--- config.mk ---
export PLATFORM = sky130hd
export DESIGN_NAME = dbg_port_router
export DESIGN_NICKNAME = d
export VERILOG_FILES = /design/src/rtl/dbg_router_pkg.sv /design/src/rtl/dbg_sync2.sv /design/src/rtl/dbg_port_router.sv
export SDC_FILE = /design/constraint.sdc
export NUM_CORES = 1
export LEC_CHECK = 0
export CAP_MARGIN = 20
export CORE_MARGIN = 1
export CORE_UTILIZATION = 49
export CTS_CLUSTER_DIAMETER = 150
export DETAILED_ROUTE_END_ITERATION = 8
export GPL_TIMING_DRIVEN = 0
export PLACE_DENSITY = 0.78
export SLEW_MARGIN = 20
export SYNTH_ARGS = -nofsm -noshare
export SYNTH_HDL_FRONTEND = slang
export SYNTH_HIERARCHICAL = 1
export SYNTH_SLANG_ARGS = --single-unit
--- constraint.sdc ---
create_clock -name clk -period 2.7 [get_ports clk]
set_clock_uncertainty 0.05 [all_clocks]
set_input_delay 0.405 -clock clk [delete_from_list [all_inputs] [get_ports clk]]
set_output_delay 0.405 -clock clk [all_outputs]
set_load 0.02 [all_outputs]
--- src/rtl/dbg_router_pkg.sv ---
// -----------------------------------------------------------------------------
// dbg_router_pkg
// Shared definitions for the debug port router: debug mode encodings, the
// router FSM state encoding and the width of its internal cycle counters.
// -----------------------------------------------------------------------------
package dbg_router_pkg;

  // Debug peripheral selection (cfg_mode / act_mode encoding)
  localparam logic [1:0] MODE_OFF  = 2'd0;
  localparam logic [1:0] MODE_I2C  = 2'd1;
  localparam logic [1:0] MODE_UART = 2'd2;
  localparam logic [1:0] MODE_RSVD = 2'd3;

  // Router FSM states
  typedef enum logic [1:0] {
    ST_OFF    = 2'd0,
    ST_DRAIN  = 2'd1,
    ST_DETECT = 2'd2,
    ST_ACTIVE = 2'd3
  } state_t;

  // Dead-time and debounce counters both hold values up to 255
  localparam int CNT_W = 8;

endpackage

--- src/rtl/dbg_sync2.sv ---
// -----------------------------------------------------------------------------
// dbg_sync2
// Two-flop synchronizer for asynchronous pad inputs. Both stages reset to 1,
// the idle level of the I2C and UART lines.
//   clk  : destination clock
//   rstz : asynchronous active-low reset
//   d    : asynchronous input bus (W bits)
//   q    : synchronized output bus, two clk cycles behind d
// -----------------------------------------------------------------------------
module dbg_sync2 #(
  parameter int W = 1
) (
  input  logic         clk,
  input  logic         rstz,
  input  logic [W-1:0] d,
  output logic [W-1:0] q
);

  logic [W-1:0] meta_p0;

  always_ff @(posedge clk or negedge rstz) begin
    if (!rstz) begin
      meta_p0 <= '1;
      q       <= '1;
    end else begin
      // stage p0: capture asynchronous input
      meta_p0 <= d;
      // stage p1: resolved, safe for core logic
      q       <= meta_p0;
    end
  end

endmodule

--- src/rtl/dbg_port_router.sv ---
// -----------------------------------------------------------------------------
// dbg_port_router
// Routes the debug I2C slave or the debug UART onto one of NPAIR pad pairs
// (pair k = pad bits 2k, 2k+1) with optional orientation swap. Every change of
// route is break-before-make: all routed pads are released for DEAD_CYC cycles.
//
// Build option: define AUTO_ORIENT_EN to detect I2C orientation from the first
// START condition seen on the pair (adds the DETECT state and DBNC_CYC).
//
// Ports:
//   clk, rstz          core clock, asynchronous active-low reset
//   cfg_req            one-cycle pulse loading cfg_mode/cfg_pair/cfg_swap
//   cfg_mode           0 off, 1 I2C, 2 UART, 3 reserved (treated as off)
//   cfg_pair           target pad pair
//   cfg_swap           0: pin 2k = SCL/TX, 2k+1 = SDA/RX; 1: swapped
//   busy               high while draining or detecting orientation
//   cfg_err            one-cycle pulse after an illegal cfg_req
//   act_mode, act_swap route in effect (0 unless ACTIVE)
//   pad_di             asynchronous pad receive values
//   pad_do, pad_oe     pad drive value / drive enable
//   scl_oe, sda_oe     I2C slave pull-low requests
//   scl_i, sda_i       synchronized I2C lines to the slave
//   uart_tx, uart_rx   UART transmit in, synchronized receive out
// -----------------------------------------------------------------------------
module dbg_port_router
  import dbg_router_pkg::*;
#(
  parameter int NPAIR    = 3,
  parameter int DEAD_CYC = 16,
`ifdef AUTO_ORIENT_EN
  parameter int DBNC_CYC = 8,
`endif
  parameter int PW       = ($clog2(NPAIR) > 0) ? $clog2(NPAIR) : 1
) (
  input  logic               clk,
  input  logic               rstz,
  input  logic               cfg_req,
  input  logic [1:0]         cfg_mode,
  input  logic [PW-1:0]      cfg_pair,
  input  logic               cfg_swap,
  output logic               busy,
  output logic               cfg_err,
  output logic [1:0]         act_mode,
  output logic               act_swap,
  input  logic [2*NPAIR-1:0] pad_di,
  output logic [2*NPAIR-1:0] pad_do,
  output logic [2*NPAIR-1:0] pad_oe,
  input  logic               scl_oe,
  input  logic               sda_oe,
  output logic               scl_i,
  output logic               sda_i,
  input  logic               uart_tx,
  output logic               uart_rx
);

  state_t             state;
  logic [CNT_W-1:0]   dead_cnt;
  logic [1:0]         pend_mode;
  logic [PW-1:0]      pend_pair;
  logic               pend_swap;
  logic [1:0]         act_mode_q;
  logic [PW-1:0]      act_pair;
  logic               act_swap_q;
  logic               cfg_err_q;
  logic [2*NPAIR-1:0] pad_sync;
  logic               legal;
  logic               go_drain;
  logic               active;
  logic [NPAIR-1:0]   scl_v, sda_v, rx_v;

  dbg_sync2 #(.W(2*NPAIR)) u_sync (
    .clk  (clk),
    .rstz (rstz),
    .d    (pad_di),
    .q    (pad_sync)
  );

  assign legal  = (int'(cfg_pair) < NPAIR) && (cfg_mode != MODE_RSVD);
  assign active = (state == ST_ACTIVE);
  // From OFF only a legal, non-off request starts a route; from any other
  // state every request (illegal ones become "off") restarts the dead time.
  assign go_drain = cfg_req &&
                    ((state != ST_OFF) || (legal && (cfg_mode != MODE_OFF)));

  assign busy     = (state == ST_DRAIN) || (state == ST_DETECT);
  assign cfg_err  = cfg_err_q;
  assign act_mode = active ? act_mode_q : MODE_OFF;
  assign act_swap = active && act_swap_q;

  // Per-pair drive and receive. Unselected pairs contribute 1 to the receive
  // reductions, so the AND across pairs yields the selected pair's value.
  for (genvar k = 0; k < NPAIR; k++) begin : g_pair
    logic sel, i2c, uart;
    assign sel  = active && (act_pair == PW'(k));
    assign i2c  = sel && (act_mode_q == MODE_I2C);
    assign uart = sel && (act_mode_q == MODE_UART);

    assign pad_oe[2*k]   = i2c ? (act_swap_q ? sda_oe : scl_oe) : (uart && !act_swap_q);
    assign pad_oe[2*k+1] = i2c ? (act_swap_q ? scl_oe : sda_oe) : (uart &&  act_swap_q);
    assign pad_do[2*k]   = uart && !act_swap_q && uart_tx;
    assign pad_do[2*k+1] = uart &&  act_swap_q && uart_tx;

    assign scl_v[k] = i2c  ? (act_swap_q ? pad_sync[2*k+1] : pad_sync[2*k])   : 1'b1;
    assign sda_v[k] = i2c  ? (act_swap_q ? pad_sync[2*k]   : pad_sync[2*k+1]) : 1'b1;
    assign rx_v[k]  = uart ? (act_swap_q ? pad_sync[2*k]   : pad_sync[2*k+1]) : 1'b1;
  end

  assign scl_i   = &scl_v;
  assign sda_i   = &sda_v;
  assign uart_rx = &rx_v;

`ifdef AUTO_ORIENT_EN
  logic [CNT_W-1:0] dbnc_cnt;
  logic             armed;
  logic [NPAIR-1:0] lo_v, hi_v;
  logic             pin_lo, pin_hi;

  for (genvar k = 0; k < NPAIR; k++) begin : g_det
    assign lo_v[k] = (act_pair == PW'(k)) && pad_sync[2*k];
    assign hi_v[k] = (act_pair == PW'(k)) && pad_sync[2*k+1];
  end

  assign pin_lo = |lo_v;
  assign pin_hi = |hi_v;
`endif

  always_ff @(posedge clk or negedge rstz) begin
    if (!rstz) begin
      state      <= ST_OFF;
      dead_cnt   <= '0;
      pend_mode  <= MODE_OFF;
      pend_pair  <= '0;
      pend_swap  <= 1'b0;
      act_mode_q <= MODE_OFF;
      act_pair   <= '0;
      act_swap_q <= 1'b0;
      cfg_err_q  <= 1'b0;
`ifdef AUTO_ORIENT_EN
      dbnc_cnt   <= '0;
      armed      <= 1'b0;
`endif
    end else begin
      cfg_err_q <= cfg_req && !legal;
      if (go_drain) begin
        pend_mode <= legal ? cfg_mode : MODE_OFF;
        pend_pair <= cfg_pair;
        pend_swap <= cfg_swap;
        dead_cnt  <= CNT_W'(DEAD_CYC);
        state     <= ST_DRAIN;
      end else begin
        case (state)
          ST_DRAIN: begin
            if (dead_cnt == CNT_W'(1)) begin
              if (pend_mode == MODE_OFF) begin
                state <= ST_OFF;
              end else begin
                act_mode_q <= pend_mode;
                act_pair   <= pend_pair;
                act_swap_q <= pend_swap;
`ifdef AUTO_ORIENT_EN
                if (pend_mode == MODE_I2C) begin
                  state    <= ST_DETECT;
                  dbnc_cnt <= '0;
                  armed    <= 1'b0;
                end else begin
                  state <= ST_ACTIVE;
                end
`else
                state <= ST_ACTIVE;
`endif
              end
            end else begin
              dead_cnt <= dead_cnt - CNT_W'(1);
            end
          end
`ifdef AUTO_ORIENT_EN
          // Debounce the idle bus, then the first pin to fall alone is SDA
          // (START). Both falling together is ambiguous: start over.
          ST_DETECT: begin
            if (!armed) begin
              if (pin_lo && pin_hi) begin
                if (dbnc_cnt == CNT_W'(DBNC_CYC - 1)) armed <= 1'b1;
                else dbnc_cnt <= dbnc_cnt + CNT_W'(1);
              end else begin
                dbnc_cnt <= '0;
              end
            end else if (!pin_lo && !pin_hi) begin
              armed    <= 1'b0;
              dbnc_cnt <= '0;
            end else if (pin_lo != pin_hi) begin
              act_swap_q <= !pin_lo;
              armed      <= 1'b0;
              state      <= ST_ACTIVE;
            end
          end
`endif
          default: ;
        endcase
      end
    end
  end

endmodule

; ---- Word level (Yosys, flattened, before mapping)
; Cells that the tools add are included.
[word_totals]
output_inout_bits = 20
reg_bits = 33
wordCells = 99
[classes]
bitwise = 2
eq_ne = 10
add_sub_neg = 1
muxes = 32
magnitude_cmp = 1
reduce_logical = 42
[op_table]
columns = op, n
row1 = 1-bit logical AND, 26
row2 = 8-bit two-way mux, 3
row3 = 1-bit two-way mux, 23
row4 = 2-bit two-way mux, 6
row5 = 3-bit AND reduction, 3
row6 = "2-bit equality test, second input constant", 4
row7 = "8-bit by 1-bit equality test with 1-bit output, second input constant", 1
row8 = 2-bit nonzero test, 4
row9 = "8-bit by 1-bit subtractor with 8-bit output, second input constant", 1
row10 = "2-bit by 1-bit equality test with 1-bit output, second input constant", 3
row11 = 2-bit zero test, 2
row12 = "2-bit inequality test, second input constant", 2
row13 = 2-bit AND reduction, 2
row14 = 4-bit AND reduction, 1
row15 = 1-bit zero test, 2
row16 = 1-bit logical OR, 2
row17 = "2-bit less-than comparator, second input constant", 1
row18 = 1-bit inverter, 2

; ---- Longest topological paths before layout
; Gate-level depths: netlist of run 1.
[logic_depth]
depth_word = 7
mapped_depth = 7
ltp_nobuf = 6

; ---- Modules after synthesis
; The synthesis of run 1 kept the hierarchy.
[modules_own_cells]
columns = mod, area_per_inst_um2, instances, cells_each
row1 = dbg_port_router, 1293.7, 1, 144
row2 = dbg_sync2, 315.3, 1, 12

; ---- Worst setup path after synthesis of run 1
; No wires, ideal clock.
[synth_path]
kind = reg2reg
startpoint = reg state[1]
endpoint = reg dead_cnt[5]
t_required_ps = 2572
period_less_slack_ps = 2004
t_arrival_ps = 1876
stages_incl_launch_ff = 7
setup_time_ps = 78
setup_slack_ps = 696
path_cell_list = dfrtp_1 inv_1 ha_1 or3b_1 or4_1 or3_1 a21oi_1
[synth_via]
elab_chain_cells = 5
elab_cells_between_ends = 8
cone_classes = 2 x eq/ne / 1 x mux / 5 x reduce/logical
[synth_lines]
columns = element, line
row1 = start: declaration, dbg_port_router.sv:56  ; state_t state;
row2 = start signal: assignment, dbg_port_router.sv:129  ; state <= ST_OFF;
row3 = start signal: assignment, dbg_port_router.sv:149  ; state <= ST_DRAIN;
row4 = start signal: assignment, dbg_port_router.sv:155  ; state <= ST_OFF;
row5 = 2-bit nonzero test, dbg_port_router.sv:83  ; ((state != ST_OFF) || (legal && (cfg_mode != MODE_OFF)));
row6 = 1-bit logical OR, dbg_port_router.sv:83
row7 = 1-bit logical AND, dbg_port_router.sv:82  ; assign go_drain = cfg_req &&
row8 = 2-bit inequality test (no source line) or 2-bit nonzero test (tied branches), -
row9 = 2-bit AND reduction (no source line), -
row10 = end signal: assignment, dbg_port_router.sv:148  ; dead_cnt <= CNT_W'(DEAD_CYC);
row11 = end signal: assignment, dbg_port_router.sv:173  ; dead_cnt <= dead_cnt - CNT_W'(1);
row12 = end: declaration, dbg_port_router.sv:57  ; logic [CNT_W-1:0] dead_cnt;
; Parallel ways exist; a longest one is shown, timed or not.
; A chain may end at the register's enable or synchronous reset.

; ---- Worst setup path in the final report of run 1
[layout_path]
startpoint = reg act_pair[0]
endpoint = out uart_rx
[layout_via]
elab_chain_cells = 5
elab_cells_between_ends = 13
cone_classes = 2 x eq/ne / 3 x mux / 8 x reduce/logical
[layout_lines]
columns = element, line
row1 = start: declaration, dbg_port_router.sv:62  ; logic [PW-1:0] act_pair;
row2 = start signal: assignment, dbg_port_router.sv:158  ; act_pair <= pend_pair;
row3 = 2-bit by 1-bit equality test with 1-bit output (tied with other cells), dbg_port_router.sv:94  ; assign sel = active && (act_pair == PW'(k));
row4 = 1-bit logical AND, dbg_port_router.sv:94
row5 = 1-bit logical AND, dbg_port_router.sv:96  ; assign uart = sel && (act_mode_q == MODE_UART);
row6 = 1-bit two-way mux, dbg_port_router.sv:105  ; assign rx_v[k] = uart ? (act_swap_q ? pad_sync[2*k] : pad_sync[2*k+1]) : 1'b1;
row7 = 3-bit AND reduction (*), dbg_port_router.sv:110  ; assign uart_rx = &rx_v;
row8 = end: declaration, dbg_port_router.sv:53  ; output logic uart_rx
; Mark *: on every way between the ends. The rest lies on a longest branch, timed or not.

==> results of run 1 <==
==> power by group <==
part | switching, mW | internal (mW) | total (mW)
registers | 0.0983 | 0.583 | 0.681
clock network | 0.166 | 0.287 | 0.453
logic | 0.246 | 0.222 | 0.468
==> cell type report <==
| class | count | area share |
|---|---|---|
| Clock buffer | 5 | 0.0177 |
| Clock inverter | 3 | 0.0307 |
| Buffer | 2 | 0.00355 |
| Multi-Input combinational cell | 113 | 0.346 |
| Timing Repair Buffer | 36 | 0.167 |
| Tap cell | 44 | 0.0260 |
| Sequential cell | 33 | 0.398 |
| Inverter | 6 | 0.0106 |
==> placed cells by master (no fill, tap or decap), drive strengths merged, types with 3 or more instances in the layout <==
master	synthesis	layout
clkbuf	4	7
nand3	3	3
nor3	7	7
nand2b	6	6
nand2	19	19
o22ai	4	4
ha	5	5
and2	3	3
mux2	6	6
a211oi	3	3
inv	6	6
o21ai	3	3
nor2	18	18
nand4	3	3
mux2i	6	6
dfstp	12	12
clkdlybuf4s50	0	34
dfrtp	21	21
xor2	4	4
==> logic make-up (layout without fill, tap and decap cells) <==
group / Yosys count / count (layout)
AND/OR/NAND/NOR: 70 / 70
flip-flops: 33 / 33
adder cells (fa/ha/maj): 5 / 5
XOR/XNOR: 6 / 6
buffers and inverters: 10 / 52
multiplexers: 12 / 12
AO/OA/AOI/OAI: 20 / 20
==> metal layers <==
metal  GRT usage  wire, um
met5           0         0
met4       0.105        76
met3      0.0677       203
met2       0.347      1550
met1       0.238      1330
==> worst paths after layout <==
check	cells past startpoint	endpoint	startpoint	slack [ns]
max in group asynchronous	1	act_swap_q	rstz	2.06
min in group clk	0	u_sync/q[0]	u_sync/meta_p0[0]	0.31
max	5	uart_rx	act_pair[0]	0.10
min	1	dead_cnt[7]	rstz	0.05
max reg2reg	6	act_pair[0]	dead_cnt[1]	0.49
min reg2reg	0	u_sync/q[0]	u_sync/meta_p0[0]	0.31
==> critical path, stage by stage (launching register included) <==
cell	delay (ns)
dfrtp_1	0.56
mux2i_1	0.30
mux2i_1	0.11
o22ai_1	0.19
nand3_1	0.11
clkdlybuf4s50_1	0.55
==> through the flow <==
stage	setup slack [ns]	instances	power, mW	hold slack, ns	util
6_report	0.101	242	1.60	0.0547	0.688
5_1_grt	0.000377	242	1.70	0.0946	0.688
4_1_cts	0.105	242	1.61	0.0633	0.687
3_5_place_dp	0.242	236	1.16	0.297	0.656
3_3_place_gp	0.289	236	1.14	0.295	0.658
2_1_floorplan	0.696	156	1.02	0.0594	-
==> state kept, by name, summed over array words and instances (netlist names) <==
name and count:
u_sync/meta_p0 6, state 2, dead_cnt 8, pend_pair 2, cfg_err 1, pend_swap 1, act_swap_q 1, act_mode_q 2
pend_mode 2, act_pair 2, u_sync/q 6
==> timing repair <==
action / 4_1_cts / 5_1_grt
endpoints found under the setup margin: 5 / 3
pin swaps: 0 / 0
gates resized for setup: 1 / 2
==> flow_summary.ini, run 1 <==
[setup_path]
worst_setup_path_start_kind = flop
critPathMaxFanout = 9
cp-end-kind = output pin
critical_path_class = reg -> out
worst_ep_required_time_ns = 2.25
crit_arrival_ns = 2.14

[layout]
num-fill-cells = 253
antenna-diode-count = 0
ff_latch_area_um2 = 842
syn_to_final_growth_pct = 31.6
fin_nets = 219
finalInstanceArea_mm2 = 0.00212
multiInputGateArea_um2 = 733
layout-drive-gt1-share = 0.157

[yosys]
muxShareOfSynthArea = 0.0793
synth_top_cell_by_area = dfrtp_1
syn_area_mm2 = 0.00161
synth_top_family_by_area = simple AND/OR/NAND/NOR gates
async_flop_share = 1.00
synth_seq_area_share = 0.523
synth_cells = 156
yosysWarnings = 6
ys_seq_elements = 33
yosys.area_share.xor_xnor = 0.0327
synth-main-ff-cell = dfrtp_1
synth_compound_area_frac = 0.0824
synth.avg_cell_area_um2 = 10.3
yosysTopAreaCellShare = 0.327
synth_cell_type_count = 35
synth_common_cells = dfrtp_1, nand2_1, nor2_1
synthAdderAreaFrac = 0.0389
synth-simple-area-share = 0.221
synth_edf_count = 0
synth_area_leaders = dfrtp_1, dfstp_2, nand2_1
synth.most_common_cell = dfrtp_1
synth_nets = 178

[timing]
period_needed_ns = 2.60
rsz0062_at_grt = false
slew_headroom = 0.532
max_freq_ghz = 0.385
drv_slew = 0
tightest_slew_ns = 0.702
timing.setup.tns_ns = 0
finalCritPeriodShare = 0.963
hold_viol = 0
finalSetupViolCount = 0

[clock_network]
insertion_delay_ns = 0.34
clockBufferDepth = 2
htreeDepth = 2
clock_sinks = 33
postCtsSetupBuffers = 0
clockRootBuffer = clkbuf_4
clk_pin_slew_ns = 0.10
cts_tree = yes
cts_buffers = 5
hold_buffers = 0

[global_route]
grt_max_degree = 34
gr-total-overflow = 0
grt_first_pass_wirelength_mm = 5.29
track_usage = 0.208
antenna_found_initial = 0
grt_pass1_vias = 1193

[placed_design]
port_buffers = 36
dp_hpwl_mm = 2.36
gp_congestion = 0.812
placed_cell_area_mm2 = 0.00202

[hold_path]
hold_class = in -> async

[floorplanning]
num_io_pins = 37
num_rows = 20
die_area_mm2 = 0.00352
initial_core_util = 0.523
die_h_um = 59.3
fp.dieW_um = 59.3
coreArea_mm2 = 0.00308

[routing]
dr.pass1.iters = 4
num_vias = 1308
wl_per_cell_um = 13.1
postRouteAntennaNets = 0
vias_per_cell = 5.40
routed_wl_mm = 3.16
route.detailed.drc = 0
drtIter0Drc = 80

[power]
ir_worst_vdd_v = 0.000483
leakage_nw = 0.866
power_density_mw_per_mm2 = 757

[status]
outcome = finished, final reports clean

[flow_run]
max_cap_violations = 0
(Power assumes the default switching activity.)
==> inputs of run 2 (changes only) <==
- ABC_AREA: unset -> 1
- CORE_UTILIZATION: 49 -> 50
- SYNTH_HIERARCHICAL: 1 -> unset
==> run 2 against run 1 <==
Critical path depth grew 1. Global-route usage shrank 0.63 points. Fmax grew 2.0%. Combinational power grew 12%. Critical path type unchanged. Routed wire length grew 14%.
==> flow_summary.ini, run 2 <==
[status]
outcome = finished, final reports clean

[timing]
tightest_slew_ns = 0.696
drv_slew = 0
slew_headroom = 0.536
fin_ws_ns = 0.153
hold_viol = 0
period_needed_ns = 2.55
finalSetupViolCount = 0
finalCritPeriodShare = 0.944
max_freq_ghz = 0.393

[routing]
postRouteAntennaNets = 0
vias_per_cell = 4.80
wl_per_cell_um = 11.0
num_vias = 1575
drtIter0Drc = 47
dr.pass1.iters = 4
routed_wl_mm = 3.60
route.detailed.drc = 0

[global_route]
grt_max_degree = 34
track_usage = 0.202
antenna_found_initial = 0
grt_first_pass_wirelength_mm = 6.18
grt_pass1_vias = 1449
gr-total-overflow = 0

[setup_path]
worst_setup_path_start_kind = flop
critPathMaxFanout = 5
cp-end-kind = output pin
critical_path_class = reg -> out
worst_ep_required_time_ns = 2.25
reg2reg_slack_ns = 1.09
worstPathCellList = ha_2 -> nand3_1 -> nor2_1 -> inv_1 -> o21ai_0 -> clkdlybuf4s50_1
cp_slowest_cell = clkdlybuf4s50_1
crit_arrival_ns = 2.09
cpPeakStageDelay_ns = 0.62
reg2reg_depth = 8

[yosys]
synth_cell_type_count = 26
synth_common_cells = nand2_1, inv_1, nor2_1
muxShareOfSynthArea = 0.0110
synth-simple-area-share = 0.335
async_flop_share = 1.00
ys_seq_elements = 33
yosysWarnings = 0
synth_area_leaders = dfrtp_1, dfstp_2, nand2_1
synth_seq_area_share = 0.464
synth_nets = 260
yosysTopAreaCellShare = 0.290
synth_top_cell_by_area = dfrtp_1
yosys.area_share.xor_xnor = 0.00483
synthAdderAreaFrac = 0.0345
synth_compound_area_frac = 0.0600
syn_area_mm2 = 0.00181
synth.most_common_cell = nand2_1
synth_edf_count = 0
synth_cells = 238
synth-main-ff-cell = dfrtp_1
synth.avg_cell_area_um2 = 7.62
synth_top_family_by_area = simple AND/OR/NAND/NOR gates

[power]
internal_power_mw = 1.07
ir_worst_vdd_v = 0.000456
swShare = 0.351
power_mw = 1.65
clkPwrFrac = 0.273
p_sw_mw = 0.578
power_density_mw_per_mm2 = 701
leakage_nw = 1.26
pwr-share-comb = 0.319
seq_power_share = 0.408

[clock_network]
hold_buffers = 0
htreeDepth = 2
cts_tree = yes
cts_buffers = 5
clockBufferDepth = 2
insertion_delay_ns = 0.33
clk_pin_slew_ns = 0.11
clockRootBuffer = clkbuf_4
clock_sinks = 33

[layout]
layout_commonest_cell = nand2_1
largest_reg_flops = 8
regMostFlops = dead_cnt
antenna-diode-count = 0
final_cell_mix = nand2_1, inv_1, nor2_1
layout-drive-gt1-share = 0.135
top_regs = dead_cnt x8, u_sync.meta_p0 x6, u_sync.q x6
fin_nets = 303
finalInstanceArea_mm2 = 0.00235
syn_to_final_growth_pct = 29.7
ff_latch_area_um2 = 841
num-fill-cells = 286
multiInputGateArea_um2 = 816

[placed_design]
placed_cell_area_mm2 = 0.00223
gp_congestion = 0.823
dp_hpwl_mm = 2.71
port_buffers = 36
dp_slack_ns = 0.298

[floorplanning]
num_rows = 21
coreArea_mm2 = 0.00342
initial_core_util = 0.531
die_h_um = 62.2
num_io_pins = 37
fp.dieW_um = 62.2
die_area_mm2 = 0.00387

[hold_path]
hold_class = in -> async

[flow_run]
max_cap_violations = 0
[run 2: path summary, 6_finish.rpt]
| kind | from | end |
|---|---|---|
| max | state[0] | pad_oe[5] |
| min in group clk | u_sync.meta_p0[2] | u_sync.q[2] |
| min reg2reg | u_sync.meta_p0[2] | u_sync.q[2] |
| max in group asynchronous | rstz | dead_cnt[5] |
| max reg2reg | state[1] | dead_cnt[6] |
| min | rstz | dead_cnt[0] |
[run 2: power by group through the flow]
stage               combinational, mW  clock (mW)  sequential (mW)
global placement                0.506           0            0.674
global route                    0.610       0.480            0.687
CTS                             0.525       0.459            0.669
finish                          0.526       0.451            0.673
detailed placement              0.522           0            0.678
floorplan                       0.400           0            0.660
[run 2: repair_timing]
action,in CTS,in global routing
buffers inserted,0,0
endpoints found under the hold margin,0,0
endpoints found under the setup margin,4,11
gates resized for setup,4,10
[run 2: critical path: cells and delay by family, from the launching register on]
kind | cells | cell delay, ns
flops | 1 | 0.41
compound gates | 1 | 0.18
buf+inv | 2 | 0.70
simple gates | 2 | 0.24
fa+ha+maj | 1 | 0.24
[run 2: area by class of cell]
type / count / area share
Buffer: 5 / 0.0128
Inverter: 36 / 0.0574
Timing Repair Buffer: 36 / 0.157
Sequential cell: 33 / 0.357
Clock inverter: 3 / 0.0277
Clock buffer: 5 / 0.0160
Multi-Input combinational cell: 164 / 0.347
Tap cell: 46 / 0.0245
[run 2: metrics by stage]
stage | TNS [ns] | utilization | std cells | hold WS, ns
after floorplan | 0 | - | 238 | 0.0594
final | 0 | 0.689 | 328 | 0.0516
after global placement | 0 | 0.653 | 320 | 0.296
after CTS | 0 | 0.680 | 328 | 0.0690
after global routing | -0.00886 | 0.689 | 328 | 0.102
after detailed placement | 0 | 0.652 | 320 | 0.297
[run 2: logic make-up (layout without fill, tap and decap cells)]
kind of cell	Yosys count	after routing
AOI/OAI and AO/OA	20	20
xor gates and xnor gates	1	1
buffers and inverters	41	85
muxes	2	2
and+or+nand+nor	136	136
DFF	33	33
adders and majority gates	5	5
[run 2: metal layers]
metal  up-vias  wire length [um]  global-route usage
li1        822                 -                   -
met1       708              1810               0.274
met2        39              1630               0.328
met3         6               132              0.0423
met4         0                35              0.0523
met5         -                 0                   0
==> inputs of run 3 (changes only) <==
- CTS_BUF_LIST: unset -> sky130_fd_sc_hd__clkbuf_16
==> run 3 against run 2 <==
Combinational power grew 2%. Global-route usage grew 1.2 points. Power grew 17%. Fmax grew 1.6%. Clock power grew 61%. Via count grew 2.1%.
==> flow_summary.ini, run 3 (synthesis gave the netlist of run 2 again) <==
[layout]
fin_nets = 303
num-fill-cells = 262
layout.cells.non_filler = 328
finalInstanceArea_mm2 = 0.00244
top_regs = dead_cnt x8, u_sync.meta_p0 x6, u_sync.q x6
regMostFlops = dead_cnt
layout-drive-gt1-share = 0.135
final_util = 0.715
antenna-diode-count = 0
syn_to_final_growth_pct = 34.6
multiInputGateArea_um2 = 816
largest_reg_flops = 8
layout_commonest_cell = nand2_1
ff_latch_area_um2 = 841
final_cell_mix = nand2_1, inv_1, nor2_1, clkdlybuf4s50_1, dfrtp_1

[placed_design]
gp_congestion = 0.823
placed_cell_area_mm2 = 0.00223
dp_cells = 320
dp_slack_ns = 0.298
dp_hpwl_mm = 2.71
port_buffers = 36

[timing]
finalSetupViolCount = 0
timing.setup.tns_ns = 0
finalCritPeriodShare = 0.928
rsz0062_at_grt = false
tightest_slew_ns = 0.703
max_freq_ghz = 0.399
drv_slew = 0
period_needed_ns = 2.51
fin_ws_ns = 0.193
hold_viol = 0
whs_ns = 0.124
slew_headroom = 0.531

[clock_network]
clockRootBuffer = clkbuf_16
clk_pin_slew_ns = 0.05
cts_tree = yes
htreeDepth = 2
cts_buffers = 5
clock_sinks = 33
postCtsSetupBuffers = 0
hold_buffers = 0
insertion_delay_ns = 0.28
clockBufferDepth = 2

[setup_path]
worst_setup_path_start_kind = flop
crit_start = state[0]
worst_ep_required_time_ns = 2.25
reg2reg_slack_ns = 1.06
worstReg2RegStart = state[1]
reg2reg_to = dead_cnt[6]
reg2reg_depth = 8
critical_path_class = reg -> out
crit_arrival_ns = 2.05
cp-end-kind = output pin
critPathMaxFanout = 5

[floorplanning]
coreArea_mm2 = 0.00342
die_area_mm2 = 0.00387
num_io_pins = 37
die_h_um = 62.2
fp.dieW_um = 62.2
initial_core_util = 0.531
num_rows = 21

[routing]
route.detailed.drc = 0
dr.pass1.iters = 4
vias_per_cell = 4.90
wl_per_cell_um = 11.4
postRouteAntennaNets = 0
routed_wl_mm = 3.72
drtIter0Drc = 60
num_vias = 1608

[global_route]
grt_max_degree = 34
track_usage = 0.213
gr-total-overflow = 0
antenna_found_initial = 0
grt_pass1_vias = 1413
grt_first_pass_wirelength_mm = 6.33

[flow_run]
max_cap_violations = 0

[status]
outcome = finished, final reports clean

[power]
power_mw = 1.93
power_density_mw_per_mm2 = 792
ir_worst_vdd_v = 0.000584
leakage_nw = 1.28

[hold_path]
hold_class = in -> async
==> run 3: cell types whose count changed in the layout (fill, tap and decap cells not counted), sizes merged <==
cell           delta
dlygate4sd2       -3
dlymetal6s2s      -1
clkdlybuf4s50     +4
==> run 3: routing by layer <==
layer | share of wire | vias up | global-route usage | wire length, um
li1 | - | 820 | - | -
met1 | 0.49 | 738 | 0.283 | 1840
met2 | 0.44 | 45 | 0.328 | 1660
met3 | 0.045 | 5 | 0.0607 | 169
met4 | 0.016 | 0 | 0.0872 | 58
met5 | 0 | - | 0 | 0
==> run 3: where the power goes <==
| part | leakage, nW | total, mW | switching (mW) | internal, mW |
|---|---|---|---|---|
| registers | 0.396 | 0.675 | 0.0863 | 0.589 |
| logic | 0.793 | 0.534 | 0.336 | 0.198 |
| clock network | 0.0938 | 0.724 | 0.198 | 0.526 |
| total | 1.28 | 1.93 | 0.621 | 1.31 |
==> run 3: worst max-delay path, cell delays in order (launching register included) <==
cell             delay, ns
dfrtp_1               0.40
ha_2                  0.24
inv_1                 0.09
nor3_1                0.19
nor3b_1               0.27
nor2_1                0.06
clkdlybuf4s50_1       0.53
==> run 3: final cells by class <==
cell class                 count  share of cell area
inverter                      36              0.0554
multi-input combinational    164               0.334
sequential                    33               0.344
clock inverter                 3              0.0267
buffer                         5              0.0123
tap                           46              0.0236
timing repair buffer          36               0.152
clock buffer                   5              0.0513
==> run 3: timing repair <==
| action | 4_1_cts | 5_1_grt |
|---|---|---|
| resized for setup | 1 | 9 |
| pin swaps | 0 | 0 |
| gates cloned | 0 | 0 |
| setup endpoints to repair | 1 | 10 |
==> run 3: how the worst max path moves through the flow <==
stage	to	cells after the start
floorplan	pad_oe[2]	7
global placement	pad_oe[3]	8
detailed placement	pad_oe[2]	8
CTS	pad_do[2]	8
global route	pad_do[0]	6
finish	uart_rx	6
==> patch 1: new RTL, flow settings as in run 3 <==
The output `cfg_err` loses its register stage (`cfg_err_q` becomes a continuous assignment).
--- a/src/rtl/dbg_port_router.sv
+++ b/src/rtl/dbg_port_router.sv
@@ -135,5 +135,4 @@
       act_pair   <= '0;
       act_swap_q <= 1'b0;
-      cfg_err_q  <= 1'b0;
 `ifdef AUTO_ORIENT_EN
       dbnc_cnt   <= '0;
@@ -141,5 +140,4 @@
 `endif
     end else begin
-      cfg_err_q <= cfg_req && !legal;
       if (go_drain) begin
         pend_mode <= legal ? cfg_mode : MODE_OFF;
@@ -201,4 +199,6 @@
   end
 
+  assign cfg_err_q = cfg_req && !legal;
+
 endmodule
 
Formal check against the unedited RTL: not equivalent (Yosys sat finds a counterexample within 4 cycles, from zero or initial values and one cycle with rstz low).
==> patch 1 against run 3 <==
Total power fell by 6.7%; final area rose by 0.10%; core utilization rose by 0.073 points; sequential cell count fell by 1; area after synthesis rose by 1.2%; via count rose by 2.2%; synthesized cell count rose by 2.5%; worst setup slack got worse by 0.018 ns; highest routed layer unchanged; wire length rose by 0.40%; sequential share of layout area fell by 1.1 points; register-to-register slack improved by 0.02 ns.
==> patch 1: results (changes against run 3) <==
stage	metric	value	unit	change
power	peakVddDrop	551	µV	-5.6%
hold_path	hp-class	primary input to async pin		
timing	hold_ws	0.107	ns	-0.0171 ns
layout	final_layout_size_suffix_gt1_share	13.5	%	+0.066 points
outcome	status	complete, no violations		
synth	ys_top_cells_by_count	74 x nand2_1, 35 x inv_1, 35 x nor2_1		
synth	synth.area.top_cells	dfrtp_1 27%, dfstp_2 17%, nand2_1 15%, inv_1 7.2%, nor2_1 7.2%		
synth	synth_compound_area_share	6.00	%	about the same
layout	synthToLayoutAreaGrowth	33.1	%	
grt	grt_usage	21.4	%	+0.060 points
timing	fin_crit_sh	93.5	%	+0.66 points
timing	slew_headroom	55.4	%	+2.2 points
grt	grtUsageMet3	6.57	%	+0.50 points
routing	drtIter0Drc	105		+75%
place	gp_congestion	0.837		+1.8%
place	place_ws	0.323	ns	+0.0249 ns
routing	wl_met3	209	µm	+24%
setup_path	critPathMaxStageDelay	0.61	ns	+0.08 ns
grt	grt_use_met1	28.2	%	-0.065 points
layout	nets	309		+2.0%
setup_path	critPathLaunch	state[0]$_DFFE_PN0P_		
grt	grt_pass1_vias	1445		+2.3%
routing	vias	1644		+2.2%
synth	synth_fp_nets	266		+2.3%
synth	syn_inst	244		+2.5%
routing	wl_per_cell	11.2	µm	-1.4%
grt	grt_max_degree	33		-2.9%
layout	stdcell_count	334		+1.8%
power	power_leakage	1.32	nW	+2.8%
place	placed_area	0.00225	mm²	+1.0%
routing	met2WireLength	1660	µm	+0.54%
synth	synth-xor-area-share	0.477	%	-0.0059 points
synth	yosys.area_share.adder	3.41	%	-0.042 points
setup_path	critPathArrivalTime	2.07	ns	+0.02 ns
grt	grt_first_pass_wirelength	6370	µm	+0.54%
setup_path	r2r_slack	1.08	ns	+0.02 ns
synth	muxShareOfSynthArea	1.09	%	-0.014 points
synth	synth.distinct_cells	28		+7.7%
routing	met1_length	1780	µm	-3.2%
synth	async_reset_ff_share	100	%	unchanged
layout	num-fill-cells	273		+4.2%
grt	use_met2	31.8	%	-1.0 points
setup_path	ff2ff_path_depth	6		-2
clock_network	max-clock-path-buffers	2		unchanged
place	hpwl	2680	µm	-1.4%
synth	seq_area_frac_synth	44.4	%	-1.9 points
patch 1: repair_timing:
action | in CTS | in global routing
gates resized for setup | 0 | 11
endpoints found under the setup margin | 0 | 11
hold buffers | 0 | 0
patch 1: layout make-up:
cell class                 instances  share of cell area, %
multi-input combinational        169                   35.1
clock inverter                     3                   1.59
inverter                          38                   5.84
timing repair buffer              36                   15.5
clock buffer                       5                   5.12
sequential                        32                   33.4
tap                               46                   2.36
buffer                             5                   1.18
patch 1: power breakdown:
| part | internal [mW] | switching, mW |
|---|---|---|
| Combinational | 0.197 | 0.334 |
| Clock | 0.429 | 0.194 |
| Sequential | 0.568 | 0.0825 |
patch 1: logic make-up (layout without fill, tap and decap cells):
group,after synthesis,after routing
compound gates,20,20
xor+xnor,1,1
simple gates,141,141
mux,2,2
fa+ha+maj,5,5
flops,32,32
buf+inv,43,87
==> patch 2: new RTL, settings of run 3 <==
Made on the original files. The option `AUTO_ORIENT_EN` is turned on by a define.
--- a/src/rtl/dbg_port_router.sv
+++ b/src/rtl/dbg_port_router.sv
@@ -23,4 +23,6 @@
 //   uart_tx, uart_rx   UART transmit in, synchronized receive out
 // -----------------------------------------------------------------------------
+`define AUTO_ORIENT_EN
+
 module dbg_port_router
   import dbg_router_pkg::*;
Behaviour: no difference found for any inputs over 10 cycles, from zero or initial values and one cycle with rstz low; that may be too few to reach the edited logic, so the function may still have changed.
==> patch 2 against run 3 <==
Sequential cell count is 9 higher; hold slack better by 0.18 ns; area after synthesis is 43% higher; wire length is 52% higher; total power is 44% higher; critical path depth is 1 lower; final area is 32% higher; worst setup slack worse by 0.11 ns; critical endpoint is now pad_oe[3].
==> patch 2: results (changes against run 3) <==
stage	metric	value	unit	change
outcome	status	complete, no violations		
setup_path	critPathArrivalTime	2.16	ns	+0.11 ns
place	placed_area	0.00306	mm²	+37%
grt	grt_usage	23.4	%	+2.1 points
setup_path	critPathMaxStageDelay	0.63	ns	+0.10 ns
synth	synth.distinct_cells	32		+23%
setup_path	r2r_slack	0.52	ns	-0.54 ns
grt	grt_pass1_vias	2202		+56%
clock_network	cts-root-buf	clkbuf_16		
layout	final_layout_size_suffix_gt1_share	11.8	%	-1.7 points
power	peakVddDrop	439	µV	-25%
layout	num-fill-cells	428		+63%
routing	wl_met3	287	µm	+70%
setup_path	endpoint	pad_oe[3]		
hold_path	whs_endpoint	u_sync.q[4]$_DFF_PN1_		
routing	wl_per_cell	12.1	µm	+7.0%
setup_path	cp_max_fo	6		+1
timing	worstMarginPinSlew	0.464	ns	-0.240 ns
power	p_switching	1.21	mW	+94%
routing	drtIter0Drc	158		+160%
hold_path	hp-class	flip-flop to flip-flop		
routing	met1_length	2410	µm	+31%
layout	largestRegisters	dbnc_cnt (8), dead_cnt (8)		
routing	drt-vias-per-instance	5.11		+4.3%
setup_path	regToRegEndpoint	dbnc_cnt[7]$_DFFE_PN0P_		
place	gp_congestion	0.898		+9.1%
synth	synth_fp_nets	380		+46%
place	dp.cells	458		+43%
routing	met2WireLength	2890	µm	+74%
routing	vias	2387		+48%
place	place_ws	0.389	ns	+0.0908 ns
layout	nets	425		+40%
synth	synth.area.top_cells	dfrtp_1 29%, nand2_1 14%, dfstp_2 12%, inv_1 7.1%, nor2_1 6.5%		
layout	synthToLayoutAreaGrowth	23.8	%	
timing	finalCriticalPeriod	2.62	ns	+0.113 ns
synth	avgSynthCellArea	7.35	µm²	-3.5%
place	portBuffers	36		unchanged
synth	ys_top_cells_by_count	94 x nand2_1, 49 x inv_1, 45 x nor2_1		
grt	grt_first_pass_wirelength	9720	µm	+53%
synth	seq_area_frac_synth	41.0	%	-5.4 points
place	hpwl	4220	µm	+55%
floorplanning	die_x	74.1	µm	+19%
timing	hold_ws	0.303	ns	+0.179 ns
grt	grt_max_degree	29		-15%
setup_path	ff2ff_path_depth	12		+4
power	power_leakage	1.55	nW	+21%
patch 2: cell count changes in the layout (fill, tap and decap cells not counted), sizes merged, moves of 4 or more:
cell	delta
dfrtp	+9
a21oi	+5
nand2	+21
o21ai	+19
ha	+4
clkdlybuf4s50	+5
nor2	+17
inv	+17
nand3	+19
dlymetal6s2s	-4
patch 2: cell type report:
class	instances	share of cell area, %
clock buffer	5	3.89
timing repair buffer	38	12.2
sequential	42	33.1
buffer	6	1.28
inverter	53	6.18
multi-input combinational	253	40.2
clock inverter	3	0.505
tap	67	2.60
patch 2: what timing repair did:
action	CTS	global route
endpoints found under the setup margin	0	3
hold buffers	1	0
resized for setup	0	3
endpoints found under the hold margin	12	0
patch 2: cell families after synthesis:
| kind of cell | count (synthesis) | share of synthesized area, % |
|---|---|---|
| AOI/OAI and AO/OA | 46 | 9.62 |
| xor gates and xnor gates | 3 | 1.01 |
| adders and majority gates | 9 | 4.33 |
| buffers and inverters | 59 | 9.23 |
| DFF | 42 | 41.0 |
| muxes | 2 | 0.770 |
| and+or+nand+nor | 193 | 34.1 |
patch 2: per-layer routing:
metal	vias to the layer above	global-route usage (%)
li1	1208	-
met1	1099	29.1
met2	71	40.8
met3	9	5.15
met4	0	6.84
met5	-	0
patch 2: power by group through the flow:
stage | sequential, mW | clock [mW] | combinational, mW
finish | 0.889 | 0.570 | 1.32
global route | 0.906 | 0.605 | 1.48
CTS | 0.889 | 0.584 | 1.32
detailed placement | 0.896 | 0 | 1.31
global placement | 0.892 | 0 | 1.27
floorplan | 0.867 | 0 | 1.01
